File: config.mk
export PLATFORM = sky130hd
export DESIGN_NAME = k_sub_cell
export DESIGN_NICKNAME = d
export VERILOG_FILES = /design/src/rtl/k_sub_cell.sv
export SDC_FILE = /design/constraint.sdc
export NUM_CORES = 1
export LEC_CHECK = 0
export CORE_AREA = 2 2 39 41
export CTS_CLUSTER_DIAMETER = 40
export CTS_CLUSTER_SIZE = 12
export DETAILED_ROUTE_END_ITERATION = 8
export DIE_AREA = 0 0 41 43
export HOLD_SLACK_MARGIN = 0.12
export PLACE_DENSITY = 0.78
export SLEW_MARGIN = 10
export SYNTH_ARGS = -nofsm -noshare
export SYNTH_HDL_FRONTEND = slang
export SYNTH_SLANG_ARGS = --single-unit
File: constraint.sdc
create_clock -name clk -period 6.8 [get_ports clk]
set_clock_uncertainty 0.2 [all_clocks]
set_input_delay 2.04 -clock clk [delete_from_list [all_inputs] [get_ports clk]]
set_output_delay 2.04 -clock clk [all_outputs]
set_load 0.02 [all_outputs]
File: src/rtl/k_sub_cell.sv
// k_sub_cell: digit-serial K-subtract cell recovering A = S - B LSD-first with a registered borrow.
// Optional feature macro KSUB_BORROW_OUT_EN adds borrow_out (word underflow on the out_last beat).
module k_sub_cell #(
   parameter int unsigned DIGIT_W    = 2,
   parameter int unsigned NUM_DIGITS = 4
) (
   input  logic               clk,
   input  logic               rst,
   input  logic               in_valid,
   output logic               in_ready,
   input  logic               in_first,
   input  logic               in_last,
   input  logic [DIGIT_W-1:0] sum_d,
   input  logic [DIGIT_W-1:0] b_d,
   output logic               out_valid,
   input  logic               out_ready,
   output logic               out_first,
   output logic               out_last,
   output logic [DIGIT_W-1:0] a_d,
   output logic               err
`ifdef KSUB_BORROW_OUT_EN
   ,
   output logic               borrow_out
`endif
);

   localparam int unsigned CNT_W = (NUM_DIGITS > 1) ? $clog2(NUM_DIGITS) : 1;
   localparam logic [CNT_W-1:0] LAST_IDX = CNT_W'(NUM_DIGITS - 1);

   typedef enum logic {StIdle, StMid} state_e;

   state_e             state_q, state_d;
   logic [CNT_W-1:0]   cnt_q, cnt_d;
   logic               borrow_q, borrow_d;
   logic               err_q, err_d;
   logic               out_valid_q, out_valid_d;
   logic               out_first_q, out_first_d;
   logic               out_last_q, out_last_d;
   logic [DIGIT_W-1:0] res_q, res_d;
   logic               bo_q, bo_d;

   logic               accept;
   logic               eff_first;
   logic               eff_last;
   logic               at_end;
   logic               bin;
   logic [CNT_W-1:0]   idx;
   logic [DIGIT_W:0]   diff;

   assign in_ready = !out_valid_q || out_ready;
   assign accept   = in_valid && in_ready;

   always_comb begin
      state_d     = state_q;
      cnt_d       = cnt_q;
      borrow_d    = borrow_q;
      err_d       = err_q;
      out_valid_d = out_valid_q;
      out_first_d = out_first_q;
      out_last_d  = out_last_q;
      res_d       = res_q;
      bo_d        = bo_q;

      // A beat arriving in IDLE always opens a word, flagged or not.
      eff_first = in_first || (state_q == StIdle);
      idx       = eff_first ? '0 : cnt_q;
      bin       = eff_first ? 1'b0 : borrow_q;
      diff      = {1'b0, sum_d} - {1'b0, b_d} - {{DIGIT_W{1'b0}}, bin};
      at_end    = (idx == LAST_IDX);
      eff_last  = in_last || at_end;

      if (out_ready) begin
         out_valid_d = 1'b0;
      end

      if (accept) begin
         out_valid_d = 1'b1;
         out_first_d = eff_first;
         out_last_d  = eff_last;
         res_d       = diff[DIGIT_W-1:0];
         bo_d        = eff_last ? diff[DIGIT_W] : 1'b0;
         borrow_d    = diff[DIGIT_W];
         state_d     = eff_last ? StIdle : StMid;
         cnt_d       = eff_last ? '0 : idx + CNT_W'(1);
         if (((state_q == StIdle) && !in_first) || ((state_q == StMid) && in_first) ||
             (in_last != at_end)) begin
            err_d = 1'b1;
         end
      end
   end

   always_ff @(posedge clk) begin
      if (rst) begin
         state_q     <= StIdle;
         cnt_q       <= '0;
         borrow_q    <= 1'b0;
         err_q       <= 1'b0;
         out_valid_q <= 1'b0;
         out_first_q <= 1'b0;
         out_last_q  <= 1'b0;
         res_q       <= '0;
         bo_q        <= 1'b0;
      end else begin
         state_q     <= state_d;
         cnt_q       <= cnt_d;
         borrow_q    <= borrow_d;
         err_q       <= err_d;
         out_valid_q <= out_valid_d;
         out_first_q <= out_first_d;
         out_last_q  <= out_last_d;
         res_q       <= res_d;
         bo_q        <= bo_d;
      end
   end

   assign out_valid = out_valid_q;
   assign out_first = out_first_q;
   assign out_last  = out_last_q;
   assign a_d       = res_q;
   assign err       = err_q;

`ifdef KSUB_BORROW_OUT_EN
   assign borrow_out = bo_q;
`else
   logic unused_bo;
   assign unused_bo = bo_q;
`endif

endmodule

======== Yosys cells after proc, flatten, opt, wreduce, memory -nomap -nowiden ========
Cells that the tools add are included.
storage, ports and cells
  register bits ........................... 10
  bits of input ports ..................... 10
cells by class
  add/subtract/negate cells ............... 3
  multiplexer cells ....................... 6
  bitwise logic cells ..................... 1
  reduce and logical (&&, ||, !) cells .... 12
  eq/ne operators ......................... 2
operators with widths
  kind                   number
  $logic_or A1 B1 Y1     5
  $mux W1                4
  $mux W2                2
  $logic_and A1 B1 Y1    3
  $sub A2 B2 Y3          1
  $sub A3 B1 Y3          1
  $add A2 B1 Y2 const B  1
  $eq A2 B2 Y1 const B   1
  $logic_not A1 Y1       2
  $reduce_and A2 Y1      1
  $reduce_bool A2 Y1     1
  $ne A1 B1 Y1           1
  $not A1 Y1             1

======== Logic depth before layout (Yosys ltp) ========
  word-level depth ........................ 7
  gate-level depth with buffers ........... 10

======== Worst setup path after synthesis ========
Ideal clock, no wire load.
  path type ............................... input -> output
  from .................................... in out_ready
  to ...................................... out in_ready
  setup slack ............................. 2.213 ns
  required time ........................... 4.560 ns
  cell stages on the path ................. 2
  arrival ................................. 2.347 ns
  buffers on the path ..................... 1
  cell sequence ........................... nand2b_4 buf_4
between the ends
  longest elaborated chain between the ends .. 1
ends and longest elaborated chain
  element             line  source
  start: declaration  16    input logic out_ready,
  $logic_or A1 B1 Y1  50    assign in_ready = !out_valid_q || out_ready;
  end: declaration    10    output logic in_ready,
No other way between the ends.

======== Final worst setup path ========
Same ends and word-level chain as after synthesis.

==> impl_metrics.ini <==
[yosys]
synth_warnings = 0
ys_types = 25
synth_cells = 62
ys_seq_elements = 10
ys_seq_area_share_pct = 33.8
syn_area_um2 = 592
synth.avg_cell_area_um2 = 9.55
syn_nets = 79

[global_routing]
antenna_found_initial = 0
overflow = 0
grt_pass1_vias = 440
grtUsageTotal_pct = 15.4
grt_first_pass_wirelength_mm = 1.84
grt_max_degree = 14

[pwr]
vdd_drop_max_mv = 0.130
power_density_nw_per_um2 = 199
p_switching_mw = 0.0404
p_int_mw = 0.115
swShare_pct = 26.0
clock_power_share_pct = 34.2
p_seq_share_pct = 42.0
p_leak_nw = 0.324
p_comb_share_pct = 23.7

[worst_setup_path]
critPathRequiredTime_ns = 4.56
arrival_ns = 3.31
cp_max_fo = 13
worstPathCellList = clkdlybuf4s50_1 -> nand2b_4 -> clkdlybuf4s50_1
cp-start-kind = primary input
crit_slowest_cell = clkdlybuf4s50_1
path_common_cell = clkdlybuf4s50_1
path_class = primary input to output pin
critPathMaxStageDelay_ns = 0.63
crit_path_end_kind = output pin

[final_layout]
area_growth_pct = 31.7
layout.nets = 96
n_fill_cell = 137
layout_commonest_cell = clkdlybuf4s50_1
final_cell_mix = 16 x clkdlybuf4s50_1, 10 x dfxtp_1, 7 x inv_1, 7 x a21oi_1, 5 x ha_1
drive_gt1_share_pct = 14.1
n_antenna_cell = 0
layoutNonFillerInstCount = 94

[floorplan]
io-pin-count = 17
chipWidth_um = 41
core_area_um2 = 1380
rows = 14
die_area_um2 = 1760
initial_utilization_pct = 42.8
fp.dieH_um = 43

[clock_tree]
ctsResizeCount = 0
clk_path_buf_depth = 2
cts_made_buffers = 3
cts.sinks = 10
cts_tree = done
path_clk_slew_ns = 0.06
insertion_delay_ns = 0.26
post-cts-setup-buffers = 0
htreeDepth = 1
cts_root_buffer = clkbuf_4
hold_buffers = 0

[timing]
finalCriticalPeriod_ns = 5.55
setup_viol = 0
max_slew.worst_pin.slew_ns = 0.468
hold_viol_final = 0
rsz0062_at_grt = no
fmax_ghz = 0.180
timing.final.crit_share_pct = 81.6
maxSlewViolCount = 0
relSlewSlack_pct = 68.7
setup-tns-final_ns = 0

[route]
wl_per_cell_um = 11.1
dr.first_iter.drc_count = 2
wirelength_mm = 1.04
first_pass_iters = 4
via_count = 457
drc_errors = 0
ant_nets = 0
viasPerCell = 4.86

[run_status]
status = complete, no violations

[place]
dp_hpwl_um = 791
port_buffers = 16
placed_cells = 90
globalplace.congestion = 0.689

[worst_hold_path]
hp-class = register to register

[job]
cap_violations = 0
[synthesized netlist by cell type]
master	n	area (um2)
mux2i_1	1	10.0
nand2b_1	3	18.8
a21bo_2	1	10.0
dfxtp_1	10	200
a21oi_1	7	35.0
and2_1	2	12.5
nand3_1	4	20.0
buf_6	1	11.3
inv_1	7	26.3
nand3b_1	1	7.51
o21ai_1	2	10.0
a21bo_1	1	10.0
nor3_1	2	10.0
a211oi_2	3	37.5
or2_2	1	6.26
nor2_1	1	3.75
buf_4	1	7.51
and2_4	1	8.76
xnor2_1	1	8.76
nand2b_4	1	13.8
fa_1	2	40.0
nand2_1	1	3.75
a211oi_1	1	7.51
buf_2	2	10.0
ha_1	5	62.6
[power groups by stage]
stage          clock network, mW  registers, mW  logic, mW
6_report                  0.0532         0.0653     0.0369
2_1_floorplan                  0         0.0701     0.0196
5_1_grt                   0.0567         0.0659     0.0408
4_1_cts                   0.0538         0.0654     0.0376
3_5_place_dp                   0         0.0667     0.0371
3_3_place_gp                   0         0.0667     0.0363
[final timing paths]
path	startpoint	endpoint	slack [ns]	depth (start not counted)
worst max-delay path	out_ready	in_ready	1.25	3
worst min-delay path	out_last	out_last	0.27	2
worst max register to register	state_q	a_d[1]	4.13	9
worst min register to register	out_last	out_last	0.27	2
[per-layer routing]
layer | vias up | wire [um] | GRT usage (%)
li1 | 240 | - | -
met1 | 201 | 501 | 20.3
met2 | 12 | 448 | 20.9
met3 | 4 | 63 | 4.71
met4 | 0 | 27 | 10.0
met5 | - | 0 | 0
[layout make-up]
class / instances / area, um2 / share of cell area, %
clock buffers: 4 / 36.3 / 4.65
inverters: 7 / 26.3 / 3.37
multi-input cells: 41 / 337 / 43.2
flip-flops and latches: 10 / 200 / 25.7
well taps: 16 / 20.0 / 2.57
repair buffers: 16 / 160 / 20.5
[kinds of logic (layout without fill, tap and decap cells)]
| kind of cell | Yosys count | after routing | share of synthesized area (%) |
|---|---|---|---|
| AOI/OAI and AO/OA | 15 | 15 | 18.6 |
| xor gates and xnor gates | 1 | 1 | 1.48 |
| adders and majority gates | 7 | 7 | 17.3 |
| buffers and inverters | 11 | 27 | 9.30 |
| DFF | 10 | 10 | 33.8 |
| muxes | 1 | 1 | 1.69 |
| and+or+nand+nor | 17 | 17 | 17.8 |
[flip-flops by register name (all words and copies together), names as in the netlist]
signal     count
out_first      1
state_q        1
out_valid      1
cnt_q          2
err            1
out_last       1
a_d            2
borrow_q       1
[worst max-delay path: cells and delay by family]
kind	cells	cell delay (ns)
simple gates	1	0.19
buf+inv	2	1.08
[per-stage QoR]
stage          worst slack (ns)  hold WS, ns  instance area, um2  util [%]  total power, mW
2_1_floorplan              2.21        0.243                 592         -           0.0897
3_3_place_gp               1.27        0.256                 743      53.7            0.103
3_5_place_dp               1.25        0.257                 743      53.7            0.104
4_1_cts                    1.25        0.274                 779      56.3            0.157
5_1_grt                    1.23        0.310                 779      56.3            0.163
6_report                   1.25        0.269                 779      56.3            0.155
Power figures use the tool's default switching activity.
